===== config.mk =====
export PLATFORM = sky130hd
export DESIGN_NAME = mem_port_arbiter_flat
export DESIGN_NICKNAME = d
export VERILOG_FILES = /design/src/rtl/mem_port_arbiter_if.sv /design/src/rtl/mem_port_arbiter.sv /design/src/flat_wrapper.sv
export SDC_FILE = /design/constraint.sdc
export NUM_CORES = 1
export LEC_CHECK = 0
export ABC_AREA = 0
export CELL_PAD_IN_SITES_DETAIL_PLACEMENT = 0
export CELL_PAD_IN_SITES_GLOBAL_PLACEMENT = 2
export CORE_ASPECT_RATIO = 0.6
export CORE_MARGIN = 2
export CORE_UTILIZATION = 23
export DETAILED_ROUTE_END_ITERATION = 7
export GPL_ROUTABILITY_DRIVEN = 0
export PLACE_DENSITY_LB_ADDON = 0.25
export SYNTH_ARGS = -nofsm -noshare
export SYNTH_HDL_FRONTEND = slang
export SYNTH_SLANG_ARGS = --single-unit

===== constraint.sdc =====
create_clock -name clk -period 1.9 [get_ports clk]
set_input_delay 0.38 -clock clk [delete_from_list [all_inputs] [get_ports clk]]
set_output_delay 0.38 -clock clk [all_outputs]
set_load 0.03 [all_outputs]

===== src/rtl/mem_port_arbiter_if.sv =====
// Bus bundle between the memory port arbiter (slave side) and its two requesters
// plus the single-port memory (master side).
interface mem_port_arbiter_if #(
   parameter int ADDR_W = 32,
   parameter int DATA_W = 32
);
   logic              cpu_req;
   logic              cpu_we;
   logic [ADDR_W-1:0] cpu_addr;
   logic [DATA_W-1:0] cpu_wdata;
   logic              cpu_gnt;
   logic              cpu_done;
   logic [DATA_W-1:0] cpu_rdata;

   logic              dbg_req;
   logic              dbg_we;
   logic [ADDR_W-1:0] dbg_addr;
   logic [DATA_W-1:0] dbg_wdata;
   logic              dbg_gnt;
   logic              dbg_done;
   logic [DATA_W-1:0] dbg_rdata;

   logic              mem_en;
   logic              mem_we;
   logic [ADDR_W-1:0] mem_addr;
   logic [DATA_W-1:0] mem_wdata;
   logic [DATA_W-1:0] mem_rdata;

   logic              busy;
   logic              owner;

   modport slave (
      input  cpu_req, cpu_we, cpu_addr, cpu_wdata,
      input  dbg_req, dbg_we, dbg_addr, dbg_wdata,
      input  mem_rdata,
      output cpu_gnt, cpu_done, cpu_rdata,
      output dbg_gnt, dbg_done, dbg_rdata,
      output mem_en, mem_we, mem_addr, mem_wdata,
      output busy, owner
   );

   modport master (
      output cpu_req, cpu_we, cpu_addr, cpu_wdata,
      output dbg_req, dbg_we, dbg_addr, dbg_wdata,
      output mem_rdata,
      input  cpu_gnt, cpu_done, cpu_rdata,
      input  dbg_gnt, dbg_done, dbg_rdata,
      input  mem_en, mem_we, mem_addr, mem_wdata,
      input  busy, owner
   );
endinterface


===== src/rtl/mem_port_arbiter.sv =====
// CPU / debug arbiter and access sequencer for a single-port synchronous memory.
// Define MEM_ARB_RR_EN for round-robin; default is CPU priority with a starvation escape.
module mem_port_arbiter #(
   parameter int ADDR_W   = 32,
   parameter int DATA_W   = 32,
   parameter int MEM_LAT  = 1,
   parameter int MAX_WAIT = 8
) (
   input  logic              clk,
   input  logic              reset,
   mem_port_arbiter_if.slave bus
);

   typedef enum logic [1:0] {IDLE, GRANT, WAIT, RESP} state_t;

   state_t            state_reg;
   logic [2:0]        wait_cnt_reg;
   logic              cpu_gnt_reg;
   logic              dbg_gnt_reg;
   logic              cpu_done_reg;
   logic              dbg_done_reg;
   logic              mem_en_reg;
   logic              mem_we_reg;
   logic              we_reg;
   logic [ADDR_W-1:0] mem_addr_reg;
   logic [DATA_W-1:0] mem_wdata_reg;
   logic [DATA_W-1:0] cpu_rdata_reg;
   logic [DATA_W-1:0] dbg_rdata_reg;
   logic              busy_reg;
   logic              owner_reg;

   logic              any_req;
   logic              dbg_wins;
   logic              arb_fire;

   assign any_req  = bus.cpu_req | bus.dbg_req;
   assign arb_fire = (state_reg == IDLE) && any_req;

`ifdef MEM_ARB_RR_EN
   logic last_dbg_reg;

   // On a tie the port that did not win last time goes first.
   assign dbg_wins = bus.dbg_req && (!bus.cpu_req || !last_dbg_reg);

   always_ff @(posedge clk or negedge reset) begin
      if (!reset) begin
         last_dbg_reg <= 1'b1;
      end else if (arb_fire) begin
         last_dbg_reg <= dbg_wins;
      end
   end
`else
   logic [3:0] starve_reg;

   assign dbg_wins = bus.dbg_req && (!bus.cpu_req || (starve_reg == 4'(MAX_WAIT)));

   // Counts arbitrations the debug port lost while requesting.
   always_ff @(posedge clk or negedge reset) begin
      if (!reset) begin
         starve_reg <= '0;
      end else if (arb_fire) begin
         if (dbg_wins) begin
            starve_reg <= '0;
         end else if (bus.dbg_req) begin
            starve_reg <= starve_reg + 4'd1;
         end
      end
   end
`endif

   always_ff @(posedge clk or negedge reset) begin
      if (!reset) begin
         state_reg     <= IDLE;
         wait_cnt_reg  <= '0;
         cpu_gnt_reg   <= 1'b0;
         dbg_gnt_reg   <= 1'b0;
         cpu_done_reg  <= 1'b0;
         dbg_done_reg  <= 1'b0;
         mem_en_reg    <= 1'b0;
         mem_we_reg    <= 1'b0;
         we_reg        <= 1'b0;
         mem_addr_reg  <= '0;
         mem_wdata_reg <= '0;
         cpu_rdata_reg <= '0;
         dbg_rdata_reg <= '0;
         busy_reg      <= 1'b0;
         owner_reg     <= 1'b0;
      end else begin
         cpu_gnt_reg  <= 1'b0;
         dbg_gnt_reg  <= 1'b0;
         cpu_done_reg <= 1'b0;
         dbg_done_reg <= 1'b0;
         mem_en_reg   <= 1'b0;
         mem_we_reg   <= 1'b0;
         case (state_reg)
            IDLE: begin
               if (any_req) begin
                  state_reg     <= GRANT;
                  busy_reg      <= 1'b1;
                  owner_reg     <= dbg_wins;
                  cpu_gnt_reg   <= !dbg_wins;
                  dbg_gnt_reg   <= dbg_wins;
                  mem_en_reg    <= 1'b1;
                  mem_we_reg    <= dbg_wins ? bus.dbg_we    : bus.cpu_we;
                  we_reg        <= dbg_wins ? bus.dbg_we    : bus.cpu_we;
                  mem_addr_reg  <= dbg_wins ? bus.dbg_addr  : bus.cpu_addr;
                  mem_wdata_reg <= dbg_wins ? bus.dbg_wdata : bus.cpu_wdata;
               end
            end
            GRANT: begin
               state_reg    <= WAIT;
               wait_cnt_reg <= 3'(MEM_LAT - 1);
            end
            WAIT: begin
               if (wait_cnt_reg == 3'd0) begin
                  state_reg    <= RESP;
                  cpu_done_reg <= !owner_reg;
                  dbg_done_reg <= owner_reg;
                  // Read data is valid in the final WAIT cycle only.
                  if (!we_reg) begin
                     if (owner_reg) begin
                        dbg_rdata_reg <= bus.mem_rdata;
                     end else begin
                        cpu_rdata_reg <= bus.mem_rdata;
                     end
                  end
               end else begin
                  wait_cnt_reg <= wait_cnt_reg - 3'd1;
               end
            end
            RESP: begin
               state_reg <= IDLE;
               busy_reg  <= 1'b0;
            end
            default: begin
               state_reg <= IDLE;
               busy_reg  <= 1'b0;
            end
         endcase
      end
   end

   assign bus.cpu_gnt   = cpu_gnt_reg;
   assign bus.dbg_gnt   = dbg_gnt_reg;
   assign bus.cpu_done  = cpu_done_reg;
   assign bus.dbg_done  = dbg_done_reg;
   assign bus.cpu_rdata = cpu_rdata_reg;
   assign bus.dbg_rdata = dbg_rdata_reg;
   assign bus.mem_en    = mem_en_reg;
   assign bus.mem_we    = mem_we_reg;
   assign bus.mem_addr  = mem_addr_reg;
   assign bus.mem_wdata = mem_wdata_reg;
   assign bus.busy      = busy_reg;
   assign bus.owner     = owner_reg;

endmodule


===== src/flat_wrapper.sv =====
// flat-port wrapper written by rule: the top's interface ports become plain ports
module mem_port_arbiter_flat 
#(
   parameter int ADDR_W   = 32,
   parameter int DATA_W   = 32,
   parameter int MEM_LAT  = 1,
   parameter int MAX_WAIT = 8
)
  (clk, reset, bus_cpu_req, bus_cpu_we, bus_cpu_addr, bus_cpu_wdata, bus_dbg_req, bus_dbg_we, bus_dbg_addr, bus_dbg_wdata, bus_mem_rdata, bus_cpu_gnt, bus_cpu_done, bus_cpu_rdata, bus_dbg_gnt, bus_dbg_done, bus_dbg_rdata, bus_mem_en, bus_mem_we, bus_mem_addr, bus_mem_wdata, bus_busy, bus_owner);
  mem_port_arbiter_if #(.ADDR_W(ADDR_W), .DATA_W(DATA_W)) bus_i ();
  input  logic clk;
  input  logic reset;
  input wire logic [$bits(bus_i.cpu_req)-1:0] bus_cpu_req;
  input wire logic [$bits(bus_i.cpu_we)-1:0] bus_cpu_we;
  input wire logic [$bits(bus_i.cpu_addr)-1:0] bus_cpu_addr;
  input wire logic [$bits(bus_i.cpu_wdata)-1:0] bus_cpu_wdata;
  input wire logic [$bits(bus_i.dbg_req)-1:0] bus_dbg_req;
  input wire logic [$bits(bus_i.dbg_we)-1:0] bus_dbg_we;
  input wire logic [$bits(bus_i.dbg_addr)-1:0] bus_dbg_addr;
  input wire logic [$bits(bus_i.dbg_wdata)-1:0] bus_dbg_wdata;
  input wire logic [$bits(bus_i.mem_rdata)-1:0] bus_mem_rdata;
  output wire logic [$bits(bus_i.cpu_gnt)-1:0] bus_cpu_gnt;
  output wire logic [$bits(bus_i.cpu_done)-1:0] bus_cpu_done;
  output wire logic [$bits(bus_i.cpu_rdata)-1:0] bus_cpu_rdata;
  output wire logic [$bits(bus_i.dbg_gnt)-1:0] bus_dbg_gnt;
  output wire logic [$bits(bus_i.dbg_done)-1:0] bus_dbg_done;
  output wire logic [$bits(bus_i.dbg_rdata)-1:0] bus_dbg_rdata;
  output wire logic [$bits(bus_i.mem_en)-1:0] bus_mem_en;
  output wire logic [$bits(bus_i.mem_we)-1:0] bus_mem_we;
  output wire logic [$bits(bus_i.mem_addr)-1:0] bus_mem_addr;
  output wire logic [$bits(bus_i.mem_wdata)-1:0] bus_mem_wdata;
  output wire logic [$bits(bus_i.busy)-1:0] bus_busy;
  output wire logic [$bits(bus_i.owner)-1:0] bus_owner;
  assign bus_i.cpu_req = bus_cpu_req;
  assign bus_i.cpu_we = bus_cpu_we;
  assign bus_i.cpu_addr = bus_cpu_addr;
  assign bus_i.cpu_wdata = bus_cpu_wdata;
  assign bus_i.dbg_req = bus_dbg_req;
  assign bus_i.dbg_we = bus_dbg_we;
  assign bus_i.dbg_addr = bus_dbg_addr;
  assign bus_i.dbg_wdata = bus_dbg_wdata;
  assign bus_i.mem_rdata = bus_mem_rdata;
  assign bus_cpu_gnt = bus_i.cpu_gnt;
  assign bus_cpu_done = bus_i.cpu_done;
  assign bus_cpu_rdata = bus_i.cpu_rdata;
  assign bus_dbg_gnt = bus_i.dbg_gnt;
  assign bus_dbg_done = bus_i.dbg_done;
  assign bus_dbg_rdata = bus_i.dbg_rdata;
  assign bus_mem_en = bus_i.mem_en;
  assign bus_mem_we = bus_i.mem_we;
  assign bus_mem_addr = bus_i.mem_addr;
  assign bus_mem_wdata = bus_i.mem_wdata;
  assign bus_busy = bus_i.busy;
  assign bus_owner = bus_i.owner;
  mem_port_arbiter #(.ADDR_W(ADDR_W), .DATA_W(DATA_W), .MEM_LAT(MEM_LAT), .MAX_WAIT(MAX_WAIT)) u_core (.clk(clk), .reset(reset), .bus(bus_i));
endmodule

Yosys cells after proc, flatten, opt, wreduce, memory -nomap -nowiden
Index checks and enable logic that the tools add are counted.
{"block": "op_classes", "n_eq_ne": 7, "n_mux": 24, "n_bitwise": 3, "n_reduce_logical": 18, "add_sub_neg": 2}
{"operator": "$mux W32", "count": 2}
{"operator": "$mux W1", "count": 14}
{"operator": "$reduce_and A2 Y1", "count": 5}
{"operator": "$mux W4", "count": 2}
{"operator": "$pmux W2 S4", "count": 1}
{"operator": "$reduce_and A4 Y1", "count": 2}
{"operator": "$pmux W3 S2", "count": 1}
{"operator": "$reduce_bool A2 Y1", "count": 3}
{"operator": "$add A4 B1 Y4 const B", "count": 1}
{"operator": "$eq A2 B2 Y1 const B", "count": 2}
{"operator": "$eq A4 B4 Y1 const B", "count": 1}
{"operator": "$mux W2", "count": 2}
{"operator": "$ne A2 B1 Y1 const B", "count": 2}
{"operator": "$logic_not A1 Y1", "count": 3}
{"operator": "$logic_not A3 Y1", "count": 1}
{"operator": "$mux W3", "count": 1}
{"operator": "$sub A3 B1 Y3 const B", "count": 1}
{"operator": "$eq A2 B1 Y1 const B", "count": 1}
{"operator": "$logic_and A1 B1 Y1", "count": 2}
{"operator": "$logic_not A2 Y1", "count": 1}
{"operator": "$ne A2 B2 Y1 const B", "count": 1}
{"operator": "$not A1 Y1", "count": 2}
{"operator": "$pmux W1 S2", "count": 1}
{"operator": "$logic_or A1 B1 Y1", "count": 1}
{"operator": "$or A1 B1 Y1", "count": 1}
{"block": "totals", "out_inout_bits": 136, "input_bits": 166, "regBits": 146}

Depth between registers and ports, before layout
{"block": "depth", "ltp_word": 6, "depth_mapped": 8}

Worst setup path before layout
OpenSTA, ideal clock, no wires.
{"block": "synth_path", "path_type": "register to register", "startpoint": "register u_core.state_reg[0]", "endpoint": "register u_core.mem_addr_reg[12] (netlist: u_core.bus.mem_addr[12])", "setup_ns": 0.126, "path_stages_with_launch": 9, "t_required_ns": 1.774, "setup_slack_ns": 0.128, "t_arrival_ns": 1.646, "path_cell_list": "dfrtp_1 > inv_1 > ha_1 > buf_2 > nand2_1 > a21oi_1 > buf_2 > buf_4 > a221o_1"}
{"block": "synth_via", "elab_chain_len": 2}
{"element": "from (decl)", "line_no": "mem_port_arbiter.sv:16", "text": "state_t state_reg;"}
{"element": "from (signal assigned)", "line_no": "mem_port_arbiter.sv:73", "text": "state_reg <= IDLE;"}
{"element": "from (signal assigned)", "line_no": "mem_port_arbiter.sv:98", "text": "state_reg <= GRANT;"}
{"element": "from (signal assigned)", "line_no": "mem_port_arbiter.sv:111", "text": "state_reg <= WAIT;"}
{"element": "$logic_not A2 Y1", "line_no": "mem_port_arbiter.sv:95", "text": "case (state_reg)"}
{"element": "$reduce_and A2 Y1 (no line)"}
{"element": "to (signal assigned)", "line_no": "mem_port_arbiter.sv:106", "text": "mem_addr_reg <= dbg_wins ? bus.dbg_addr : bus.cpu_addr;"}
{"element": "to (decl)", "line_no": "mem_port_arbiter.sv:25", "text": "logic [ADDR_W-1:0] mem_addr_reg;"}
No other way between the ends.
A chain may end at the register's enable or synchronous reset.

Final worst setup path
{"block": "layout_path", "startpoint": "register u_core.mem_wdata_reg[6] (netlist: u_core.bus.mem_wdata[6])", "endpoint": "output port bus_mem_wdata[6]"}
{"element": "from (decl)", "line_no": "mem_port_arbiter.sv:26", "text": "logic [DATA_W-1:0] mem_wdata_reg;"}
{"element": "from (signal assigned)", "line_no": "mem_port_arbiter.sv:107", "text": "mem_wdata_reg <= dbg_wins ? bus.dbg_wdata : bus.cpu_wdata;"}
{"element": "to (decl)", "line_no": "flat_wrapper.sv:31", "text": "output wire logic [$bits(bus_i.mem_wdata)-1:0] bus_mem_wdata;"}
No word-level cell between the ends.

==> run_results.csv <==
group,metric,value,unit
routing,vias,4917,
pwr,p_leak,4.82,nW
global_routing,grt_usage,14.9,%
pwr,share_comb_of_total_power,53.8,%
timing,worstMarginPinSlew,460,ps
die,dieArea,0.0283,sq mm
synth,ys_types,36,
global_routing,grt-ovfl-total,0,
pwr,powerDensity,1770,mW/mm^2
die,die_w,216,um
synth,ys_seq_area_share,59.0,%
placement,place_inst,1095,
pwr,swShare,40.7,%
placement,pre_cts_slack,-35.7,ps
setup_path,crit_chain,"clkdlybuf4s50_1",
timing,max_freq,538,MHz
setup_path,crit_path_end_kind,"output pin",
cells_and_area,layoutNonFillerInstCount,1131,
die,top_level_ports,302,
routing,drtIter0Drc,228,
timing,setup_ws,42.5,ps
synth,synth-simple-area-share,9.47,%
timing,skew,8.40,ps
pwr,pwr-share-clk,17.1,%
pwr,p_switching,7.57,mW
die,coreArea,0.0265,sq mm
setup_path,criticalPathCategory,"reg -> out",
routing,via_per_inst,4.35,
synth,synth_edf_count,0,
cells_and_area,drive_above_1_share,16.9,%
synth,synth_compound_area_share,12.4,%
global_routing,antenna_found_initial,0,
synth,synth_flop_cell,"dfrtp_1",
synth,synth_fp_nets,611,
cells_and_area,fin_nets,931,
die,die_y,131,um
synth,synthTopCellsByArea,"dfrtp_1 59%, a221o_1 10%, and2_1 6.5%",
global_routing,grt_max_degree,45,
synth,synthesis.area,0.00620,sq mm
synth,muxShareOfSynthArea,13.5,%
synth,synth_top_area_cell,"dfrtp_1",
synth,synth-xor-area-share,0.141,%
synth,synthAdderAreaFrac,1.62,%
timing,post-route-period-util,97.8,%
cells_and_area,final_area,0.0105,sq mm
routing,wl_per_cell,18.4,um
global_routing,grt_pass1_wl,32500,um
synth,synth_top_area_share,59.0,%
clock_tree,cts_max_path_buffers,2,
clock_tree,cts_tree,"yes",
routing,drc,0,
pwr,irDropWorstVdd,0.818,mV
setup_path,start_kind,"flip-flop",
pwr,power_frac_seq,29.1,%
placement,dpl_cell_area,0.00981,sq mm
synth,ys_ff_latch,146,
cells_and_area,syn_to_final_growth,69.5,%
placement,numPortBuffers,301,
clock_tree,cts_made_buffers,17,
timing,hold_viol,0,
timing,slew_headroom,69.3,%
routing,routed_wl,20800,um
clock_tree,clock-sinks,146,
clock_tree,clkTransAtPathRegs,70,ps
setup_path,slowest_stage,"clkdlybuf4s50_1",
timing,rsz0062_at_grt,"false",
die,start_util,23.4,%
setup_path,critPathBufInv,1,
routing,ant_nets,0,
timing,setup_viol,0,
synth,avgSynthCellArea,14.2,sq um
setup_path,critPathMaxStageDelay,700,ps
hold_path,hp-class,"in -> async",
placement,hpwl,15300,um
setup_path,cp_data_arrival_time,1480,ps
global_routing,first_global_vias,5515,
timing,slew_violations,0,
die,fp-row-count,46,
clock_tree,clockRootBuffer,"clkbuf_16",
timing,period_minus_slack,1860,ps
synth,yosys_warnings,0,
synth,ys_async_sr_fraction,100,%
outcome,status,"complete, no violations",
setup_path,cp_top_family,"buffers and inverters",
timing,whs,461,ps
synth,synthCells,437,
setup_path,cp_max_fo,2,
setup_path,critPathRequiredTime,1520,ps
clock_tree,clk_latency,430,ps
synth,synth_top_family_by_area,"multiplexers",
clock_tree,htree_levels,4,
run,max-cap-violations,0,
cells_and_area,fin_util,39.7,%
pwr,p_int,11.0,mW
routing,drt-pass1-iter-count,4,
==> through the flow <==
stage | setup TNS, ps | power (mW)
final | 0 | 18.6
after CTS | 0 | 18.9
after floorplan | 0 | 11.2
after global routing | 0 | 19.6
after global placement | -349 | 15.5
after detailed placement | -801 | 15.7
==> power by group through the flow <==
stage	sequential, mW	clock [mW]	combinational (mW)
finish	5.42	3.18	10.0
global route	5.62	3.42	10.6
CTS	5.44	3.32	10.1
detailed placement	5.44	0	10.2
global placement	5.41	0	10.1
floorplan	8.17	0	2.99
==> cells in the mapped netlist, types with 2 or more instances <==
| library cell | number |
|---|---|
| nand2b_1 | 2 |
| a21o_1 | 4 |
| and2_1 | 64 |
| nor3_1 | 2 |
| nand2_1 | 7 |
| mux2_4 | 20 |
| nand3_1 | 6 |
| dfrtp_1 | 146 |
| mux2i_1 | 3 |
| ha_1 | 8 |
| mux2_2 | 35 |
| inv_1 | 10 |
| nor2b_1 | 2 |
| buf_4 | 7 |
| a21oi_1 | 2 |
| clkbuf_1 | 11 |
| a221o_1 | 65 |
| nor2_1 | 3 |
| buf_6 | 7 |
| o21ai_0 | 3 |
| buf_2 | 6 |
| mux2_1 | 10 |
==> routing by layer <==
layer  global-route usage (%)  wire (um)  share of wire, %  vias to the layer above
li1                         -          -                 -                     2245
met1                     18.8       9220                44                     2444
met2                     22.8       9200                44                      209
met3                     6.55       2040               9.8                       19
met4                     5.06        348               1.7                        0
met5                        0          0                 0                        -
==> cells by family (layout without fill, tap and decap cells) <==
family                   Yosys count  count (layout)
AO/OA/AOI/OAI                     82              82
XOR/XNOR                           1               1
adder cells (fa/ha/maj)            8               8
buffers and inverters             41             374
flip-flops                       146             146
multiplexers                      68              68
other                              0               1
AND/OR/NAND/NOR                   91              91
==> cells in the final DEF, fill, tap and decap left out, types with 3 or more instances in the layout <==
| master | instances |
|---|---|
| and2_1 | 64 |
| ha_1 | 7 |
| clkinv_4 | 5 |
| o21ai_0 | 3 |
| nand2_1 | 7 |
| dlygate4sd2_1 | 16 |
| inv_6 | 3 |
| buf_4 | 18 |
| dfrtp_1 | 146 |
| dlymetal6s2s_1 | 33 |
| inv_1 | 8 |
| nor2_1 | 3 |
| mux2_1 | 10 |
| clkdlybuf4s50_1 | 250 |
| a221o_1 | 65 |
| buf_12 | 10 |
| clkbuf_16 | 18 |
| nand3_1 | 6 |
| a21o_1 | 4 |
| mux2_2 | 35 |
| mux2i_1 | 3 |
| clkinvlp_4 | 4 |
| mux2_4 | 20 |
==> area by class of cell <==
class / instances / area, sq um
Antenna cell: 1 / 2.50
Clock buffer: 17 / 425
Clock inverter: 15 / 128
Fill cell: 2505 / 16000
Inverter: 10 / 37.5
Multi-Input combinational cell: 250 / 2340
Sequential cell: 146 / 3650
Tap cell: 360 / 450
Timing Repair Buffer: 332 / 3460
==> what timing repair did <==
action | 4_1_cts | 5_1_grt
buffers inserted | 0 | 1
hold buffers | 1 | 0
endpoints found under the hold margin | 39 | 0
endpoints found under the setup margin | 25 | 66
pin swaps | 0 | 1
gates cloned | 0 | 1
gates resized for setup | 19 | 38
==> final timing paths <==
path | from | to | cells past startpoint | slack, ps
worst max-delay path | u_core.bus.mem_wdata[6] | bus_mem_wdata[6] | 1 | 40
worst min-delay path | reset | u_core.bus.cpu_rdata[28] | 2 | 460
worst max register to register | u_core.wait_cnt_reg[0] | u_core.bus.cpu_rdata[9] | 7 | 90
worst min register to register | u_core.bus.dbg_rdata[30] | u_core.bus.dbg_rdata[30] | 1 | 500
max in group asynchronous | reset | u_core.bus.dbg_done | 3 | 800
min in group clk | u_core.bus.dbg_rdata[30] | u_core.bus.dbg_rdata[30] | 1 | 500
No activity file was read; power rests on OpenSTA's default activity.
